<file path="config.mk">
export PLATFORM = sky130hd
export DESIGN_NAME = alu_arbiter_flat
export DESIGN_NICKNAME = d
export VERILOG_FILES = /design/src/rtl/alu_pkg.sv /design/src/rtl/alu_arbiter_if.sv /design/src/rtl/alu_arbiter_alu.sv /design/src/rtl/alu_arbiter.sv /design/src/flat_wrapper.sv
export SDC_FILE = /design/constraint.sdc
export NUM_CORES = 1
export LEC_CHECK = 0
export CAP_MARGIN = 20
export CORE_UTILIZATION = 54
export CTS_BUF_LIST = sky130_fd_sc_hd__clkbuf_8
export CTS_CLUSTER_SIZE = 14
export DETAILED_ROUTE_END_ITERATION = 10
export PLACE_DENSITY = 0.83
export SETUP_SLACK_MARGIN = 0.3
export SKIP_CTS_REPAIR_TIMING = 1
export SLEW_MARGIN = 0
export SYNTH_ARGS = -nofsm -noshare
export SYNTH_HDL_FRONTEND = slang
export SYNTH_SLANG_ARGS = --single-unit
</file>
<file path="constraint.sdc">
create_clock -name clk -period 2.8 [get_ports clk]
set_input_delay 0.7 -clock clk [delete_from_list [all_inputs] [get_ports clk]]
set_output_delay 0.7 -clock clk [all_outputs]
set_load 0.01 [all_outputs]
</file>
<file path="src/rtl/alu_pkg.sv">
// Shared definitions for the ALU arbiter: widths, FSM encoding, opcodes and NZCV flag layout.
package alu_pkg;

    localparam int DATA_W = 8;
    localparam int OP_W   = 3;

    localparam int FLAG_N = 3;
    localparam int FLAG_Z = 2;
    localparam int FLAG_C = 1;
    localparam int FLAG_V = 0;

    typedef enum logic [1:0] {
        ST_IDLE = 2'b00,
        ST_EXEC = 2'b01,
        ST_RESP = 2'b10
    } state_t;

    typedef enum logic [OP_W-1:0] {
        OP_ADD = 3'd0,
        OP_SUB = 3'd1,
        OP_AND = 3'd2,
        OP_OR  = 3'd3,
        OP_XOR = 3'd4,
        OP_SHL = 3'd5,
        OP_SHR = 3'd6,
        OP_NOT = 3'd7
    } op_t;

    function automatic logic [3:0] pack_nzcv(input logic n, input logic z,
                                             input logic c, input logic v);
        logic [3:0] f;
        f         = '0;
        f[FLAG_N] = n;
        f[FLAG_Z] = z;
        f[FLAG_C] = c;
        f[FLAG_V] = v;
        return f;
    endfunction

endpackage

</file>
<file path="src/rtl/alu_arbiter_if.sv">
// Requester-facing bus of the ALU arbiter: two request ports plus the shared response signals.
interface alu_arbiter_if;
    import alu_pkg::*;

    logic              Req0;
    logic [DATA_W-1:0] A0;
    logic [DATA_W-1:0] B0;
    logic [OP_W-1:0]   OP_Code0;
    logic              Req1;
    logic [DATA_W-1:0] A1;
    logic [DATA_W-1:0] B1;
    logic [OP_W-1:0]   OP_Code1;
    logic              Done0;
    logic              Done1;
    logic [DATA_W-1:0] Result;
    logic [3:0]        NZCV;
    logic              Grant;
    logic              Busy;

    modport master (
        output Req0, A0, B0, OP_Code0, Req1, A1, B1, OP_Code1,
        input  Done0, Done1, Result, NZCV, Grant, Busy
    );

    modport slave (
        input  Req0, A0, B0, OP_Code0, Req1, A1, B1, OP_Code1,
        output Done0, Done1, Result, NZCV, Grant, Busy
    );

endinterface

</file>
<file path="src/rtl/alu_arbiter_alu.sv">
// Combinational 8-opcode ALU; C is carry-out for ADD and not-borrow for SUB, shifted-out bit for shifts.
module alu
    import alu_pkg::*;
(
    input  logic [DATA_W-1:0] i_a,
    input  logic [DATA_W-1:0] i_b,
    input  logic [OP_W-1:0]   i_op,
    output logic [DATA_W-1:0] o_result,
    output logic [3:0]        o_nzcv
);

    logic [DATA_W:0]   w_wide;
    logic [DATA_W-1:0] w_res;
    logic              w_c;
    logic              w_v;

    // NOTE: every always_comb output gets a default first so no path leaves it unassigned (no latch).
    always_comb begin
        w_wide = '0;
        w_res  = '0;
        w_c    = 1'b0;
        w_v    = 1'b0;
        case (op_t'(i_op))
            OP_ADD: begin
                w_wide = {1'b0, i_a} + {1'b0, i_b};
                w_res  = w_wide[DATA_W-1:0];
                w_c    = w_wide[DATA_W];
                w_v    = (i_a[DATA_W-1] == i_b[DATA_W-1]) && (w_res[DATA_W-1] != i_a[DATA_W-1]);
            end
            OP_SUB: begin
                w_wide = {1'b0, i_a} + {1'b0, ~i_b} + (DATA_W+1)'(1);
                w_res  = w_wide[DATA_W-1:0];
                w_c    = w_wide[DATA_W];
                w_v    = (i_a[DATA_W-1] != i_b[DATA_W-1]) && (w_res[DATA_W-1] != i_a[DATA_W-1]);
            end
            OP_AND: w_res = i_a & i_b;
            OP_OR:  w_res = i_a | i_b;
            OP_XOR: w_res = i_a ^ i_b;
            OP_SHL: begin
                w_res = {i_a[DATA_W-2:0], 1'b0};
                w_c   = i_a[DATA_W-1];
            end
            OP_SHR: begin
                w_res = {1'b0, i_a[DATA_W-1:1]};
                w_c   = i_a[0];
            end
            OP_NOT: w_res = ~i_a;
            default: w_res = '0;
        endcase
    end

    assign o_result = w_res;
    assign o_nzcv   = pack_nzcv(w_res[DATA_W-1], (w_res == '0), w_c, w_v);

endmodule

</file>
<file path="src/rtl/alu_arbiter.sv">
// Two-requester arbiter in front of a shared ALU: IDLE -> EXEC -> RESP, one op per 3 cycles.
// Define ALU_ARB_FIXED_PRIO_EN for fixed priority (requester 0 wins); default is round-robin.
module alu_arbiter
    import alu_pkg::*;
#(
    parameter int DATA_W = alu_pkg::DATA_W
) (
    input  logic          clk,
    input  logic          rst,
    alu_arbiter_if.slave  bus
);

    state_t            r_state;
    state_t            w_next;
    logic              w_load;
    logic              w_grant_sel;
    logic              r_grant;
    logic [DATA_W-1:0] r_a;
    logic [DATA_W-1:0] r_b;
    logic [OP_W-1:0]   r_op;
    logic [DATA_W-1:0] r_result;
    logic [3:0]        r_nzcv;
    logic [DATA_W-1:0] w_alu_result;
    logic [3:0]        w_alu_nzcv;

`ifdef ALU_ARB_FIXED_PRIO_EN
    assign w_grant_sel = ~bus.Req0;
`else
    logic r_prio;  // index of the requester that wins the next tie

    always_comb begin
        if (bus.Req0 && bus.Req1)
            w_grant_sel = r_prio;
        else
            w_grant_sel = bus.Req1;
    end

    always_ff @(posedge clk or posedge rst) begin
        if (rst)
            r_prio <= 1'b0;
        else if (w_load)
            r_prio <= ~w_grant_sel;
    end
`endif

    always_comb begin
        w_next = r_state;
        w_load = 1'b0;
        case (r_state)
            ST_IDLE: begin
                if (bus.Req0 || bus.Req1) begin
                    w_next = ST_EXEC;
                    w_load = 1'b1;
                end
            end
            ST_EXEC: w_next = ST_RESP;
            ST_RESP: w_next = ST_IDLE;
            default: w_next = ST_IDLE;
        endcase
    end

    // NOTE: sequential state uses non-blocking assignments so every register samples pre-edge values.
    always_ff @(posedge clk or posedge rst) begin
        if (rst) begin
            r_state  <= ST_IDLE;
            r_grant  <= 1'b0;
            r_a      <= '0;
            r_b      <= '0;
            r_op     <= '0;
            r_result <= '0;
            r_nzcv   <= '0;
        end else begin
            r_state <= w_next;
            if (w_load) begin
                r_grant <= w_grant_sel;
                r_a     <= w_grant_sel ? bus.A1 : bus.A0;
                r_b     <= w_grant_sel ? bus.B1 : bus.B0;
                r_op    <= w_grant_sel ? bus.OP_Code1 : bus.OP_Code0;
            end
            if (r_state == ST_EXEC) begin
                r_result <= w_alu_result;
                r_nzcv   <= w_alu_nzcv;
            end
        end
    end

    alu u_alu (
        .i_a      (r_a),
        .i_b      (r_b),
        .i_op     (r_op),
        .o_result (w_alu_result),
        .o_nzcv   (w_alu_nzcv)
    );

    assign bus.Done0  = (r_state == ST_RESP) && !r_grant;
    assign bus.Done1  = (r_state == ST_RESP) &&  r_grant;
    assign bus.Result = r_result;
    assign bus.NZCV   = r_nzcv;
    assign bus.Grant  = r_grant;
    assign bus.Busy   = (r_state != ST_IDLE);

endmodule
</file>
<file path="src/flat_wrapper.sv">
// flat-port wrapper written by rule: the top's interface ports become plain ports
module alu_arbiter_flat import alu_pkg::*;
#(
    parameter int DATA_W = alu_pkg::DATA_W
)
  (clk, rst, bus_Req0, bus_A0, bus_B0, bus_OP_Code0, bus_Req1, bus_A1, bus_B1, bus_OP_Code1, bus_Done0, bus_Done1, bus_Result, bus_NZCV, bus_Grant, bus_Busy);
  alu_arbiter_if bus_i ();
  input  logic clk;
  input  logic rst;
  input wire logic [$bits(bus_i.Req0)-1:0] bus_Req0;
  input wire logic [$bits(bus_i.A0)-1:0] bus_A0;
  input wire logic [$bits(bus_i.B0)-1:0] bus_B0;
  input wire logic [$bits(bus_i.OP_Code0)-1:0] bus_OP_Code0;
  input wire logic [$bits(bus_i.Req1)-1:0] bus_Req1;
  input wire logic [$bits(bus_i.A1)-1:0] bus_A1;
  input wire logic [$bits(bus_i.B1)-1:0] bus_B1;
  input wire logic [$bits(bus_i.OP_Code1)-1:0] bus_OP_Code1;
  output wire logic [$bits(bus_i.Done0)-1:0] bus_Done0;
  output wire logic [$bits(bus_i.Done1)-1:0] bus_Done1;
  output wire logic [$bits(bus_i.Result)-1:0] bus_Result;
  output wire logic [$bits(bus_i.NZCV)-1:0] bus_NZCV;
  output wire logic [$bits(bus_i.Grant)-1:0] bus_Grant;
  output wire logic [$bits(bus_i.Busy)-1:0] bus_Busy;
  assign bus_i.Req0 = bus_Req0;
  assign bus_i.A0 = bus_A0;
  assign bus_i.B0 = bus_B0;
  assign bus_i.OP_Code0 = bus_OP_Code0;
  assign bus_i.Req1 = bus_Req1;
  assign bus_i.A1 = bus_A1;
  assign bus_i.B1 = bus_B1;
  assign bus_i.OP_Code1 = bus_OP_Code1;
  assign bus_Done0 = bus_i.Done0;
  assign bus_Done1 = bus_i.Done1;
  assign bus_Result = bus_i.Result;
  assign bus_NZCV = bus_i.NZCV;
  assign bus_Grant = bus_i.Grant;
  assign bus_Busy = bus_i.Busy;
  alu_arbiter #(.DATA_W(DATA_W)) u_core (.clk(clk), .rst(rst), .bus(bus_i));
endmodule
</file>
==> results of run 1 <==
==> flip-flops by register name (all words and copies together) (netlist names) <==
signal,count
u_core.r_op,3
u_core.bus.Grant,1
u_core.r_b,8
u_core.r_state,2
u_core.bus.NZCV,4
u_core.r_a,8
u_core.bus.Result,7
u_core.r_prio,1
==> cell families (layout without fill, tap and decap cells) <==
| kind of cell | after synthesis | count (layout) | synth area share, % |
|---|---|---|---|
| fa+ha+maj | 26 | 26 | 11.7 |
| compound gates | 101 | 101 | 28.5 |
| mux | 17 | 17 | 6.29 |
| xor+xnor | 5 | 5 | 1.51 |
| simple gates | 70 | 70 | 12.2 |
| flops | 34 | 34 | 29.3 |
| buf+inv | 71 | 129 | 10.5 |
==> routing by layer <==
layer  global-route usage (%)  up-vias
li1                         -     1293
met1                     38.7     1331
met2                     47.9      112
met3                     5.95       19
met4                     12.1        0
met5                        0        -
==> cells in the mapped netlist, types with 4 or more instances <==
| master | n | share of area (%) |
|---|---|---|
| nor2_1 | 20 | 2.6 |
| mux2_2 | 4 | 1.6 |
| o221ai_1 | 4 | 1.2 |
| dfrtp_1 | 34 | 29 |
| nor2b_1 | 8 | 1.7 |
| a21oi_1 | 9 | 1.6 |
| inv_1 | 47 | 6.1 |
| a222oi_1 | 19 | 6.6 |
| buf_2 | 9 | 1.6 |
| clkbuf_1 | 8 | 1.0 |
| o21ai_0 | 15 | 2.6 |
| nand2_1 | 18 | 2.3 |
| ha_1 | 24 | 10 |
| mux2i_1 | 10 | 3.4 |
| nand2b_1 | 7 | 1.5 |
==> metrics by stage <==
step | power (mW) | cells | setup WS (ns)
floorplan | 3.51 | 324 | 0.544
global placement | 4.28 | 437 | 0.239
detailed placement | 4.40 | 438 | 0.160
CTS | 4.78 | 445 | 0.152
global route | 5.50 | 452 | 0.276
finish | 5.07 | 452 | 0.377
==> worst register-to-register path: cells and delay by family (launching register included) <==
| family | cells | cell delay [ns] |
|---|---|---|
| flops | 1 | 0.41 |
| compound gates | 5 | 1.17 |
| buf+inv | 1 | 0.09 |
| fa+ha+maj | 1 | 0.36 |
| simple gates | 1 | 0.30 |
==> worst min-delay path by stage <==
stage | start | end | slack, ns | depth (start not counted)
6_report | u_core.bus.NZCV[0] | u_core.bus.NZCV[0] | 0.48 | 2
5_1_grt | u_core.bus.Result[3] | u_core.bus.Result[3] | 0.53 | 2
4_1_cts | u_core.bus.NZCV[0] | u_core.bus.NZCV[0] | 0.48 | 2
3_5_place_dp | u_core.bus.NZCV[0] | u_core.bus.NZCV[0] | 0.47 | 2
3_3_place_gp | u_core.bus.Result[2] | u_core.bus.Result[2] | 0.46 | 2
2_1_floorplan | u_core.r_prio | u_core.r_prio | 0.47 | 1
==> power by group <==
part | total, mW | switching [mW] | internal (mW)
Sequential | 1.07 | 0.331 | 0.734
Clock | 0.358 | 0.191 | 0.167
Combinational | 3.65 | 1.97 | 1.67
Total | 5.07 | 2.50 | 2.57
==> layout make-up <==
type,count,area [um^2]
clock buffers,5,68.8
clock inverters,2,11.3
fillers,398,1430
inverters,49,184
multi-input cells,219,1810
flip-flops and latches,34,855
well taps,70,87.6
repair buffers,73,694
==> results.toml, run 1 <==
[floorplanning]
coreArea_um2 = 5140
core.rowCount = 26
dieArea_um2 = 5670
die_w_um = 75.3
initial_utilization_pct = 56.5
die_y_um = 75.3
pin_count = 58

[pwr]
p_leak_nw = 1.67
power_density_nw_per_um2 = 1370
peakVddDrop_uv = 832

[routing]
wl_per_cell_um = 17.3
wl_met2_mm = 3.77
highest_layer = "met4"
postRouteAntennaNets = 0
vias_per_cell = 6.10
drt-initial-drc-count = 319
wl_met3_um = 508
vias = 2755
wl_met1_mm = 3.39
drcViolationCount = 0
dr.pass1.iters = 5
routed_wirelength_mm = 7.81

[grt]
grt_pass1_vias = 2654
grt_usage_pct = 29.6
grt.overflow.total = 0
antenna_found_initial = 0
grt_max_degree = 35
grt_pass1_wl_mm = 12.6

[place]
place_area_um2 = 3520
dp_hpwl_mm = 5.77
portBuffers = 57
finalWeightedCongestion = 0.908

[timing]
hold_slack_ns = 0.480
tns_ns = 0
setup_viol = 0
finalHoldViolations = 0
tightest_slew_ns = 0.711
fmax_mhz = 413
fin_crit_sh_pct = 86.5
min_period_ns = 2.42
skew_ns = 0.00715
grt_setup_unrepaired = "true"
report.final.slew_viol_count = 0
relSlewSlack_pct = 52.6

[cells_and_area]
nets = 450
layout_commonest_cell = "clkdlybuf4s50_1"
layout-drive-gt1-share_pct = 14.7
final_cell_mix = "clkdlybuf4s50_1, inv_1, dfrtp_1"
fin_util_pct = 72.2
syn_to_final_growth_pct = 27.9
fin_area_um2 = 3710
n_antenna_cell = 0

[yosys]
synth_cells = 324
async_flop_share_pct = 100
syn-num-nets = 392
yosys_register_bits = 34
ys_seq_area_share_pct = 29.3
netlist_area_um2 = 2900
avgSynthCellArea_um2 = 8.96
yosys.cell_types.count = 69
yosysWarningCount = 0
ys.flop_type = "dfrtp_1"
synth_edf_count = 0

[cts]
cts-buffers-inserted = 5
clkSlewWorstSetupHoldPaths_ns = 0.08
cts_max_level = 2
ctsLongestPathBuffers = 2
cts-root-buf = "clkbuf_8"
cts_sinks = 34
clkLatencyLatePin_ns = 0.30
cts_tree = "built"

[worst_setup_path]
required_ns = 3.00
crit_type = "reg -> reg"
worstPathMaxFanout = 4
regToRegEndpoint = "u_core.bus.NZCV[2]"
endpoint = "u_core.bus.NZCV[2]"
start_kind = "register"
cpPeakStageDelay_ns = 0.41
cp_cell_sequence = "inv_2 > ha_1 > or2_1 > a221oi_4 > o21ai_1 > a21boi_1 > o32ai_2 > o41ai_2"
cp_top_family = "compound AO/OA/AOI/OAI gates"
crit_slowest_cell = "dfrtp_1"
rr_worst_depth = 8
arrival_ns = 2.62
crit_path_start = "u_core.r_b[1]"
cp_num_buf_inv = 1
r2r-start = "u_core.r_b[1]"
r2r_slack_ns = 0.38
setup.worst_path.end_class = "register"
crit_cells = 8

[run_status]
outcome = "complete, no violations"

[min_path]
hold_class = "reg -> reg"

[job]
maxCapViolations = 0
Note: power is estimated with default switching activity, not from simulation.
==> run 2: changes to the inputs <==
--- a/config.mk
+++ b/config.mk
@@ -6,6 +6,7 @@
 export NUM_CORES = 1
 export LEC_CHECK = 0
 export CAP_MARGIN = 20
+export CORE_MARGIN = 1.5
 export CORE_UTILIZATION = 54
 export CTS_BUF_LIST = sky130_fd_sc_hd__clkbuf_8
 export CTS_CLUSTER_SIZE = 14
==> results.toml, run 2 (same netlist as run 1, synthesis figures left out) <==
[timing]
skew_ns = 0.00813
setup_viol = 0
finalHoldViolations = 0
relSlewSlack_pct = 55.0
tns_ns = 0
grt_setup_unrepaired = "true"
tightest_slew_ns = 0.674
report.final.slew_viol_count = 0
min_period_ns = 2.44
fmax_mhz = 411
fin_crit_sh_pct = 87.0

[routing]
drt-initial-drc-count = 368
postRouteAntennaNets = 0
vias_per_cell = 6.18
routed_wirelength_mm = 7.60
wl_per_cell_um = 17.0
vias = 2761
dr.pass1.iters = 6
drcViolationCount = 0

[worst_setup_path]
crit_type = "reg -> reg"
crit_slowest_cell = "dfrtp_2"
r2r-start = "u_core.r_a[0]"
required_ns = 2.99
crit_top_cell = "inv_1"
rr_worst_depth = 10
arrival_ns = 2.63
worstPathMaxFanout = 6
cpPeakStageDelay_ns = 0.46
cp_cell_sequence = "inv_1 > ha_1 > inv_1 > fa_1 > nand2b_1 > a21oi_1 > a221oi_2 > a22o_1 > o31ai_2 > o41ai_2"
start_kind = "register"
setup.worst_path.end_class = "register"
regToRegEndpoint = "u_core.bus.NZCV[2]"
r2r_slack_ns = 0.36

[grt]
antenna_found_initial = 0
grt.overflow.total = 0
grt_max_degree = 35
grt_pass1_vias = 2778
grt_usage_pct = 27.3
grt_pass1_wl_mm = 12.9

[min_path]
min_path_cells = 2
min_to = "u_core.bus.NZCV[0]"
hold_class = "reg -> reg"
min_from = "u_core.bus.NZCV[0]"

[cells_and_area]
regArea_um2 = 856
n_antenna_cell = 0
layout_commonest_cell = "clkdlybuf4s50_1"
syn_to_final_growth_pct = 27.7
final_cell_mix = "clkdlybuf4s50_1, inv_1, dfrtp_1"
nets = 444
multi_input_area_um2 = 1800
fin_cells = 447
layout-drive-gt1-share_pct = 13.5
fillers = 404
fin_util_pct = 72.1

[floorplanning]
dieArea_um2 = 5820
initial_utilization_pct = 56.5
die_y_um = 76.3
pin_count = 58
coreArea_um2 = 5140
core.rowCount = 26
die_w_um = 76.3

[pwr]
total_power_mw = 5.18
peakVddDrop_uv = 749
power_density_nw_per_um2 = 1400
p_leak_nw = 1.67

[place]
numPlacedInstances = 438
portBuffers = 57
dp_hpwl_mm = 5.75
finalWeightedCongestion = 0.944

[cts]
cts-root-buf = "clkbuf_8"
cts_sinks = 34
cts_max_level = 2
clkSlewWorstSetupHoldPaths_ns = 0.07
cts_tree = "built"
ctsLongestPathBuffers = 2
cts-buffers-inserted = 5
clkLatencyLatePin_ns = 0.30

[run_status]
outcome = "complete, no violations"

[job]
maxCapViolations = 0
[run 2: through the flow]
stage	hold WS, ns	cell area (um^2)	worst slack, ns
final	0.483	3710	0.364
after global routing	0.525	3710	0.252
after CTS	0.490	3650	0.215
after detailed placement	0.468	3510	0.244
after global placement	0.461	3510	0.368
after floorplan	0.467	2900	0.544
[run 2: cell type report]
| cell class | instances | share of cell area [%] |
|---|---|---|
| clock buffer | 5 | 1.86 |
| timing repair buffer | 67 | 17.4 |
| tap | 70 | 2.36 |
| multi-input combinational | 219 | 48.4 |
| clock inverter | 3 | 1.86 |
| sequential | 34 | 23.1 |
| inverter | 49 | 4.96 |
[run 2: per-layer routing]
metal | vias up | part of all wire, % | track usage (%)
li1 | 1281 | - | -
met1 | 1279 | 41 | 36.2
met2 | 176 | 47 | 44.8
met3 | 25 | 8.9 | 3.95
met4 | 0 | 3.1 | 10.9
met5 | - | 0 | 0
[run 2: worst max path at each step]
stage / slack, ns / from / endpoint / cells after the start
2_1_floorplan: 0.54 / u_core.r_a[1] / u_core.bus.NZCV[2] / 8
3_3_place_gp: 0.37 / u_core.r_a[1] / u_core.bus.NZCV[2] / 8
3_5_place_dp: 0.24 / u_core.r_a[1] / u_core.bus.NZCV[2] / 8
4_1_cts: 0.21 / u_core.r_a[1] / u_core.bus.NZCV[2] / 8
5_1_grt: 0.25 / u_core.r_a[0] / u_core.bus.NZCV[2] / 9
6_report: 0.36 / u_core.r_a[0] / u_core.bus.NZCV[2] / 10
[run 2: critical path, delay by kind of cell (launching register included)]
family / cells / cell delay, ns
fa+ha+maj: 2 / 0.58
buf+inv: 2 / 0.15
compound gates: 5 / 1.04
simple gates: 1 / 0.10
flops: 1 / 0.46
[run 2: where the power goes]
part,switching [mW],internal [mW],leakage [nW],total (mW)
Combinational,1.95,1.61,1.18,3.56
Sequential,0.332,0.736,0.418,1.07
Clock,0.197,0.357,0.0683,0.554
Total,2.48,2.71,1.67,5.18
==> run 3: changes to the inputs <==
--- a/config.mk
+++ b/config.mk
@@ -14,7 +14,7 @@
 export PLACE_DENSITY = 0.83
 export SETUP_SLACK_MARGIN = 0.3
 export SKIP_CTS_REPAIR_TIMING = 1
-export SLEW_MARGIN = 0
+export SLEW_MARGIN = 10
 export SYNTH_ARGS = -nofsm -noshare
 export SYNTH_HDL_FRONTEND = slang
 export SYNTH_SLANG_ARGS = --single-unit
==> results of run 3 <==
No change in the layout: final DEF, timing and power equal those of run 2.
